## src/rtl/universal_shift_register_param.sv

```systemverilog
`timescale 1ns/1ps
// universal_shift_register_param
// Parametrised universal shift register with parallel load, serial fill and
// serial outputs, plus a multi-position shift sequencer that applies COUNT
// single-bit shifts (one per enabled clock) with a busy/done handshake.
module universal_shift_register_param #(
  parameter int unsigned WIDTH = 8,
  parameter int unsigned CNT_W = 4
) (
  input  logic             clk,
  input  logic             reset,
  input  logic             enable,
  input  logic             load,
  input  logic [WIDTH-1:0] parallel_in,
  input  logic             start,
  input  logic [2:0]       mode,
  input  logic [CNT_W-1:0] count,
  input  logic             ser_in_left,
  input  logic             ser_in_right,
  output logic [WIDTH-1:0] q,
  output logic             ser_out_left,
  output logic             ser_out_right,
  output logic             busy,
  output logic             done
);

  localparam logic [2:0] MODE_LSL = 3'b000;
  localparam logic [2:0] MODE_LSR = 3'b001;
  localparam logic [2:0] MODE_ROL = 3'b010;
  localparam logic [2:0] MODE_ROR = 3'b011;
  localparam logic [2:0] MODE_ASR = 3'b100;

  typedef enum logic {
    ST_IDLE  = 1'b0,
    ST_SHIFT = 1'b1
  } state_t;

  state_t           r_state;
  logic [WIDTH-1:0] r_q;
  logic [2:0]       r_mode;
  logic [CNT_W-1:0] r_remaining;
  logic             r_busy;
  logic             r_done;

  logic             w_mode_valid;
  logic             w_last_shift;
  logic [WIDTH-1:0] w_shifted;

  // Single-position shift of the current contents in the given mode.
  function automatic logic [WIDTH-1:0] f_shift(
    input logic [2:0]       f_mode,
    input logic [WIDTH-1:0] f_val,
    input logic             f_fill_left,
    input logic             f_fill_right
  );
    logic [WIDTH-1:0] v_res;
    v_res = f_val;
    case (f_mode)
      MODE_LSL: v_res = {f_val[WIDTH-2:0], f_fill_right};
      MODE_LSR: v_res = {f_fill_left, f_val[WIDTH-1:1]};
      MODE_ROL: v_res = {f_val[WIDTH-2:0], f_val[WIDTH-1]};
      MODE_ROR: v_res = {f_val[0], f_val[WIDTH-1:1]};
      MODE_ASR: v_res = {f_val[WIDTH-1], f_val[WIDTH-1:1]};
      default:  v_res = f_val;
    endcase
    return v_res;
  endfunction

  // Command decode and next shift value; serial fills are sampled live.
  always_comb begin
    w_mode_valid = (mode <= MODE_ASR);
    w_last_shift = (r_remaining == CNT_W'(1));
    w_shifted    = f_shift(r_mode, r_q, ser_in_left, ser_in_right);
  end

  // Sequencer FSM: load/start acceptance in IDLE, one shift per enabled edge in SHIFT.
  always_ff @(posedge clk or posedge reset) begin
    if (reset) begin
      r_state     <= ST_IDLE;
      r_q         <= '0;
      r_mode      <= MODE_LSL;
      r_remaining <= '0;
      r_busy      <= 1'b0;
      r_done      <= 1'b0;
    end else begin
      r_done <= 1'b0;
      case (r_state)
        ST_IDLE: begin
          if (load) begin
            r_q <= parallel_in;
          end else if (start && w_mode_valid) begin
            if (count == '0) begin
              r_done <= 1'b1;
            end else begin
              r_mode      <= mode;
              r_remaining <= count;
              r_busy      <= 1'b1;
              r_state     <= ST_SHIFT;
            end
          end
        end
        ST_SHIFT: begin
          if (enable) begin
            r_q         <= w_shifted;
            r_remaining <= r_remaining - CNT_W'(1);
            if (w_last_shift) begin
              r_busy  <= 1'b0;
              r_done  <= 1'b1;
              r_state <= ST_IDLE;
            end
          end
        end
        default: begin
          r_busy  <= 1'b0;
          r_state <= ST_IDLE;
        end
      endcase
    end
  end

  // Outputs; serial outputs track the register contents with no extra latency.
  assign q             = r_q;
  assign busy          = r_busy;
  assign done          = r_done;
  assign ser_out_left  = r_q[WIDTH-1];
  assign ser_out_right = r_q[0];

endmodule

```

## config.mk

```make
export PLATFORM = sky130hd
export DESIGN_NAME = universal_shift_register_param
export DESIGN_NICKNAME = d
export VERILOG_FILES = /design/src/rtl/universal_shift_register_param.sv
export SDC_FILE = /design/constraint.sdc
export NUM_CORES = 1
export LEC_CHECK = 0
export ABC_CLOCK_PERIOD_IN_PS = 1700
export BUFFER_PORTS_ARGS = -buffer_cell sky130_fd_sc_hd__buf_2
export CAP_MARGIN = 20
export CORE_ASPECT_RATIO = 1.4
export CORE_MARGIN = 3
export CORE_UTILIZATION = 30
export CTS_CLUSTER_SIZE = 28
export DETAILED_ROUTE_END_ITERATION = 6
export GPL_ROUTABILITY_DRIVEN = 0
export GPL_TIMING_DRIVEN = 1
export HOLD_SLACK_MARGIN = 0.1
export SLEW_MARGIN = 20
export SYNTH_ARGS = -nofsm -noshare
export SYNTH_HDL_FRONTEND = slang
export SYNTH_SLANG_ARGS = --single-unit
```

## constraint.sdc

```tcl
create_clock -name clk -period 1.7 [get_ports clk]
set_input_delay 0.17 -clock clk [delete_from_list [all_inputs] [get_ports clk]]
set_output_delay 0.17 -clock clk [all_outputs]
set_load 0.02 [all_outputs]
```

Yosys cells after proc, flatten, opt, wreduce, memory -nomap -nowiden --
Cells that the tools add are included.
Storage, ports and cells: bits in registers 18, input bits 22, latch bits 0, memories 0, word-level logic and storage cells 61, output and inout bits 12, memory bits (writable) 0, bits in read-only memories 0
Operators by class: bitwise gates (word level) 3, order comparisons 1, muxes and demuxes 27, div/mod/pow operators 0, shifts and indexed selects 0, multipliers 0, $add $sub $neg 1, equal/unequal tests 14, reductions and logical operators 8
Operators by type and width (count):
- $pmux 8 s5 | 1
- $mux 4 | 4
- $mux 8 | 2
- $pmux 8 s2 | 1
- $mux 1 | 15
- $ne 2x2->1 const B | 6
- $reduce_and 4->1 | 3
- $pmux 4 s2 | 1
- $eq 3x2->1 const B | 2
- $ne 6x1->1 const B | 1
- $pmux 1 s2 | 3
- $ne 5x1->1 const B | 1
- $reduce_and 5->1 | 1
- $eq 4x1->1 const B | 1
- $logic_not 4->1 | 1
- $sub 4x1->4 const B | 1
- $eq 3x1->1 const B | 1
- $eq 3x3->1 const B | 1
- $le 3x3->1 const B | 1
- $logic_not 3->1 | 1
- $not 1->1 | 3
- $reduce_and 3->1 | 1
- $ne 2x1->1 const B | 1
- $logic_and 1x1->1 | 1

Logic depth before layout (Yosys ltp) --
Gate-level depths: netlist (run 1).
depth after elaboration 5, depth in mapped cells 6, gate-level depth less buffers 5

Least setup slack after synthesis (run 1) --
OpenSTA, ideal clock, no wires.
kind register to register, start register r_mode[2], end register r_q[7], in the netlist q[7], setup time 0.082 ns, path buffers 2, clock period less this slack 1.358 ns, arrival time 1.275 ns, setup slack 0.342 ns, stages on the path, launching flop included 7, cells stage by stage dfrtp_1 -> buf_4 -> nand2b_1 -> a21bo_2 -> buf_6 -> o221a_2 -> o22ai_1
Between the ends: word-level cells in the longest chain between the ends 4, elaborated cells between the ends (all ways) 11, classes of those cells 6 x eq/ne; 3 x mux; 2 x reduce/logical
RTL lines:
- from (decl) | RTL line 40 | logic [2:0] r_mode;
- from (signal assigned) | RTL line 95 | r_mode <= mode;
- $eq 3x3->1 (tied with other cells) | RTL line 58 | case (f_mode)
- $pmux 8 s5 | RTL line 58
- $mux 8 | RTL line 103 | if (enable) begin
- $pmux 8 s2 | RTL line 87 | case (r_state)
- to (signal assigned) | RTL line 90 | r_q <= parallel_in;
- to (signal assigned) | RTL line 104 | r_q <= w_shifted;
- to (decl) | RTL line 39 | logic [WIDTH-1:0] r_q;
Parallel ways exist; a longest one is shown, timed or not. The select of a mux whose other input is x is not followed. A chain may end at the register's enable or synchronous reset.

Final worst setup path (run 1) --
Same ends and word-level chain as after synthesis.

==> results of run 1 <==
[how the worst max path moves through the flow]
stage / from / end / slack (ps) / cells past startpoint
floorplan: r_mode[2] / q[7] / 340 / 6
global placement: count[2] / r_mode[2] / 210 / 4
detailed placement: count[2] / r_mode[0] / 170 / 4
CTS: r_mode[2] / q[7] / 200 / 4
global route: r_mode[2] / q[4] / 120 / 4
finish: r_mode[2] / q[7] / 210 / 4
[sequential cells by signal, summed over array words and instances, names as in the netlist]
register     cells
busy             1
done             1
q                8
r_mode           3
r_remaining      4
r_state          1
[per-stage QoR]
| stage | setup WS (ps) | hold WS [ps] | area (um^2) | utilization |
|---|---|---|---|---|
| 6_report | 213 | 182 | 1370 | 0.394 |
| 3_5_place_dp | 175 | 311 | 1320 | 0.379 |
| 2_1_floorplan | 342 | 109 | 1120 | - |
| 3_3_place_gp | 208 | 308 | 1320 | 0.379 |
| 5_1_grt | 118 | 193 | 1370 | 0.394 |
| 4_1_cts | 200 | 180 | 1370 | 0.394 |
[power groups by stage]
stage / logic, uW / clock network, uW / registers [uW]
floorplan: 881 / 0 / 861
global placement: 1180 / 0 / 827
detailed placement: 1220 / 0 / 840
CTS: 1220 / 293 / 834
global route: 1330 / 314 / 873
finish: 1200 / 282 / 833
[layer usage]
layer	vias up	share of wire	track usage
li1	485	-	-
met1	463	0.41	0.153
met2	29	0.52	0.207
met3	8	0.048	0.0164
met4	0	0.023	0.0650
met5	-	0	0
[cells by family after synthesis]
family	after synthesis	share of synthesized area
AO/OA/AOI/OAI	36	0.221
AND/OR/NAND/NOR	33	0.170
flip-flops	18	0.404
buffers and inverters	13	0.0628
multiplexers	13	0.120
adder cells (fa/ha/maj)	2	0.0224
[cell type report]
| class | instances | share of cell area |
|---|---|---|
| multi-input cells | 84 | 0.435 |
| well taps | 40 | 0.0366 |
| repair buffers | 38 | 0.150 |
| flip-flops and latches | 18 | 0.329 |
| inverters | 7 | 0.0192 |
| clock buffers | 3 | 0.0302 |
[critical path, stage by stage (launching register included)]
cell and delay (ps):
dfrtp_1 500, nand2b_1 170, a21bo_2 310, o221a_2 290, o22ai_1 130
[cells in the final DEF (no fill, tap or decap), drive strengths merged, types with 2 or more instances in the layout]
cell type / count
a21oi: 11
a41oi: 3
buf: 37
clkbuf: 3
dfrtp: 18
ha: 2
inv: 7
mux2: 3
mux2i: 10
nand2: 7
nand2b: 2
nand3: 3
nor2: 6
nor2b: 5
nor3b: 6
o21ai: 12
==> results.yml, run 1 <==
pwr:
  power_uw: 2320
  p_leak_uw: 0.000637
  swShare: 0.438
  powerDensity_nw_per_um2: 1690
  peakVddDrop_uv: 763
  internal-power_uw: 1300
  seqPwrFrac: 0.359
  p_comb_frac: 0.519
  p_sw_uw: 1010
  p_clk_frac: 0.121
detailed_routing:
  vias: 985
  drc: 0
  drt_wl_total_um: 2690
  via_per_inst: 5.18
  dr.pass1.iters: 4
  initialDrtViolationCount: 29
  wl_per_cell_um: 14.2
  ant_nets: 0
critical_path:
  cp.required_ps: 1870
  rr_startpoint: "r_mode[2]"
  r2r_slack_ps: 210
  critPathKind: "flop to flop"
  crit_path_max_fanout: 9
  rr_worst_depth: 4
  r2r-end: "q[7]"
  startpoint_type: "flop"
  arrival_ps: 1650
  cp-end-kind: "flop"
flow_run:
  cap_viol_max_count: 0
worst_hold_path:
  holdPathStages: 2
  hold_path_end: "r_mode[2]"
  hold_start: "mode[2]"
  hp-class: "input port to flop"
logic_synthesis:
  ys_types: 34
  synth-seq-cells: 18
  synth_top_area_share: 0.404
  yosys.area.top_type: "dfrtp_1"
  yosysSeqAreaShare: 0.404
  synth_edf_count: 0
  async_flop_share: 1.00
  synth.most_common_cell: "dfrtp_1"
  synth_common_cells: "18 x dfrtp_1, 11 x a21oi_1, 11 x o21ai_0"
  syn-instance-count: 115
  avgSynthCellArea_um2: 9.70
  syn_area_um2: 1120
  syn_nets: 139
  yosysWarnings: 0
  synth_area_leaders: "dfrtp_1 40%, mux2i_1 9.0%, a21oi_1 4.9%, o21ai_0 4.9%, nor3b_1 4.0%"
  synth_flop_cell: "dfrtp_1"
floorplanning:
  rows: 25
  core_um2: 3470
  die_y_um: 78.2
  ios: 34
  initial_core_util: 0.321
  die_w_um: 57.6
  die-area_um2: 4500
cts:
  clk_pin_slew_worst_paths_ps: 60
  htreeDepth: 1
  clockRootBuffer: "clkbuf_8"
  cts_hold_buffers: 1
  cts_resized: 0
  insertion_delay_ps: 240
  clockBufferDepth: 2
  cts_tree: "done"
  clock-sinks: 18
  cts_setup_buffers: 0
  numCtsBuffers: 3
global_route:
  grt_pass1_vias: 993
  grt_start_max_net_pins: 19
  antenna_found_initial: 0
  grt_pass1_wl_um: 4470
  grt_use_total: 0.124
  grt-ovfl-total: 0
final_layout:
  finalNonFillerCells: 190
  nNetsFinal: 176
  fill_cells: 370
  seq_area_um2: 450
  multi_input_area_um2: 596
  drive_gt1_frac: 0.333
  antenna_cells: 0
  synthToLayoutAreaGrowth_pct: 22.6
sta:
  setup-violations-final: 0
  fin_crit_sh: 0.875
  max_slew.worst_pin.slew_ps: 681
  final.min_clock_period_ps: 1490
  rsz0062_at_grt: "false"
  tns_ps: 0
  final_hold_viol_count: 0
  max_slew_margin: 0.545
  slew_violations: 0
  clock_skew_ps: 0.627
  max_freq_ghz: 0.673
placed_design:
  io_buffers: 33
  hpwl_um: 2150
  place_inst: 186
status:
  status: "complete, no violations"
Note: power is estimated with default switching activity, not from simulation.
==> run 2, diff against run 1 <==
--- a/config.mk
+++ b/config.mk
@@ -10,12 +10,13 @@
 export CAP_MARGIN = 20
 export CORE_ASPECT_RATIO = 1.4
 export CORE_MARGIN = 3
-export CORE_UTILIZATION = 30
+export CORE_UTILIZATION = 50
 export CTS_CLUSTER_SIZE = 28
 export DETAILED_ROUTE_END_ITERATION = 6
 export GPL_ROUTABILITY_DRIVEN = 0
 export GPL_TIMING_DRIVEN = 1
 export HOLD_SLACK_MARGIN = 0.1
+export PLACE_DENSITY = 0.78
 export SLEW_MARGIN = 20
 export SYNTH_ARGS = -nofsm -noshare
 export SYNTH_HDL_FRONTEND = slang
==> results.yml, run 2 (synthesis results as in run 1) <==
detailed_routing:
  drc: 0
  vias: 1003
  wl_per_cell_um: 14.9
  drt_wl_total_um: 2580
  via_per_inst: 5.80
  initialDrtViolationCount: 17
  dr.pass1.iters: 5
  ant_nets: 0
final_layout:
  design_area_um2: 1350
  drive_gt1_frac: 0.342
  largest_register_ffs: 8
  synthToLayoutAreaGrowth_pct: 20.7
  layout.cells.most_common: "buf_2"
  nNetsFinal: 177
  antenna_cells: 0
  final_cell_mix: "33 x buf_2, 18 x dfrtp_1, 11 x a21oi_1, 11 x o21ai_0, 10 x mux2i_1"
  finalNonFillerCells: 173
critical_path:
  path_depth: 4
  r2r-end: "q[7]"
  critPathKind: "flop to flop"
  rr_worst_depth: 4
  path_delay_family: "compound AO/OA/AOI/OAI gates"
  path_buf_inv: 0
  critPathLaunch: "r_mode[2]"
  rr_startpoint: "r_mode[2]"
  crit_path_max_fanout: 9
  cp-end-kind: "flop"
  startpoint_type: "flop"
  max_stage_delay_ps: 510
  arrival_ps: 1690
  crit_chain: "nand2b_1, a21bo_2, o221a_2, o22ai_1"
  endpoint: "q[7]"
  slowest_stage: "dfrtp_1"
  r2r_slack_ps: 240
  cp.required_ps: 1920
floorplanning:
  rows: 19
  initial_core_util: 0.546
  die-area_um2: 2840
  core_um2: 2040
  die_w_um: 45.9
  die_y_um: 61.9
  ios: 34
worst_hold_path:
  hold_start: "mode[2]"
  hp-class: "input port to flop"
sta:
  clock_skew_ps: 2.02
  rsz0062_at_grt: "false"
  max_freq_ghz: 0.684
  final.min_clock_period_ps: 1460
  fin_crit_sh: 0.861
  setup_slack_ps: 237
  max_slew.worst_pin.slew_ps: 680
  max_slew_margin: 0.546
  tns_ps: 0
  slew_violations: 0
  final_hold_viol_count: 0
  setup-violations-final: 0
cts:
  insertion_delay_ps: 290
  clk_pin_slew_worst_paths_ps: 110
  cts_resized: 0
  numCtsBuffers: 3
  clockRootBuffer: "clkbuf_4"
  htreeDepth: 1
  cts_tree: "done"
  clockBufferDepth: 2
  clock-sinks: 18
placed_design:
  place_inst: 168
  io_buffers: 33
  hpwl_um: 2040
  place_ws_ps: 171
  place_area_um2: 1300
flow_run:
  cap_viol_max_count: 0
global_route:
  grt-ovfl-total: 0
  grt_pass1_wl_um: 4200
  antenna_found_initial: 0
  grt_pass1_vias: 1017
  grt_use_total: 0.198
  grt_start_max_net_pins: 19
status:
  status: "complete, no violations"
pwr:
  p_leak_uw: 0.000641
  powerDensity_nw_per_um2: 1710
  peakVddDrop_uv: 1030
-- run 2: changes by cell type in the layout (fill, tap and decap cells not counted), sizes merged --
cell | previous run | this run
buf | 37 | 38
clkbuf | 3 | 4
-- run 2: area by class of cell --
class,count,area (um^2)
fillers,180,697
multi-input cells,84,596
flip-flops and latches,18,450
repair buffers,39,213
clock buffers,4,36.3
inverters,7,26.3
well taps,21,26.3
-- run 2: metal layers --
layer | wire length, um | GRT usage | up-vias
met5 | 0 | 0 | -
met4 | 27 | 0.0610 | 0
met3 | 125 | 0.0288 | 4
met2 | 1440 | 0.376 | 26
met1 | 989 | 0.221 | 480
li1 | - | - | 493
-- run 2: worst min path at each step --
stage,end,slack (ps),cells after the start
floorplan,busy,110,1
global placement,r_remaining[3],300,2
detailed placement,q[4],310,2
CTS,r_mode[2],120,2
global route,r_mode[2],120,2
finish,r_mode[2],130,2
-- run 2: power by group --
group	internal (uW)	switching, uW
clock	130	137
combinational	544	654
sequential	609	229
total	1280	1020
-- run 2: worst reg2reg max path, stage by stage (launching register included) --
cell      delay, ps
dfrtp_1         510
nand2b_1        160
a21bo_2         310
o221a_2         280
o22ai_1         140
-- run 2: what timing repair did --
action	CTS	global route
buffers inserted	0	0
hold buffers	1	0
endpoints found under the hold margin	18	0
-- run 2: stage by stage --
stage / total power [uW] / util / hold slack [ps]
finish: 2300 / 0.659 / 128
global route: 2500 / 0.659 / 122
CTS: 2320 / 0.659 / 123
detailed placement: 2050 / 0.636 / 310
global placement: 2000 / 0.636 / 295
floorplan: 1740 / - / 109
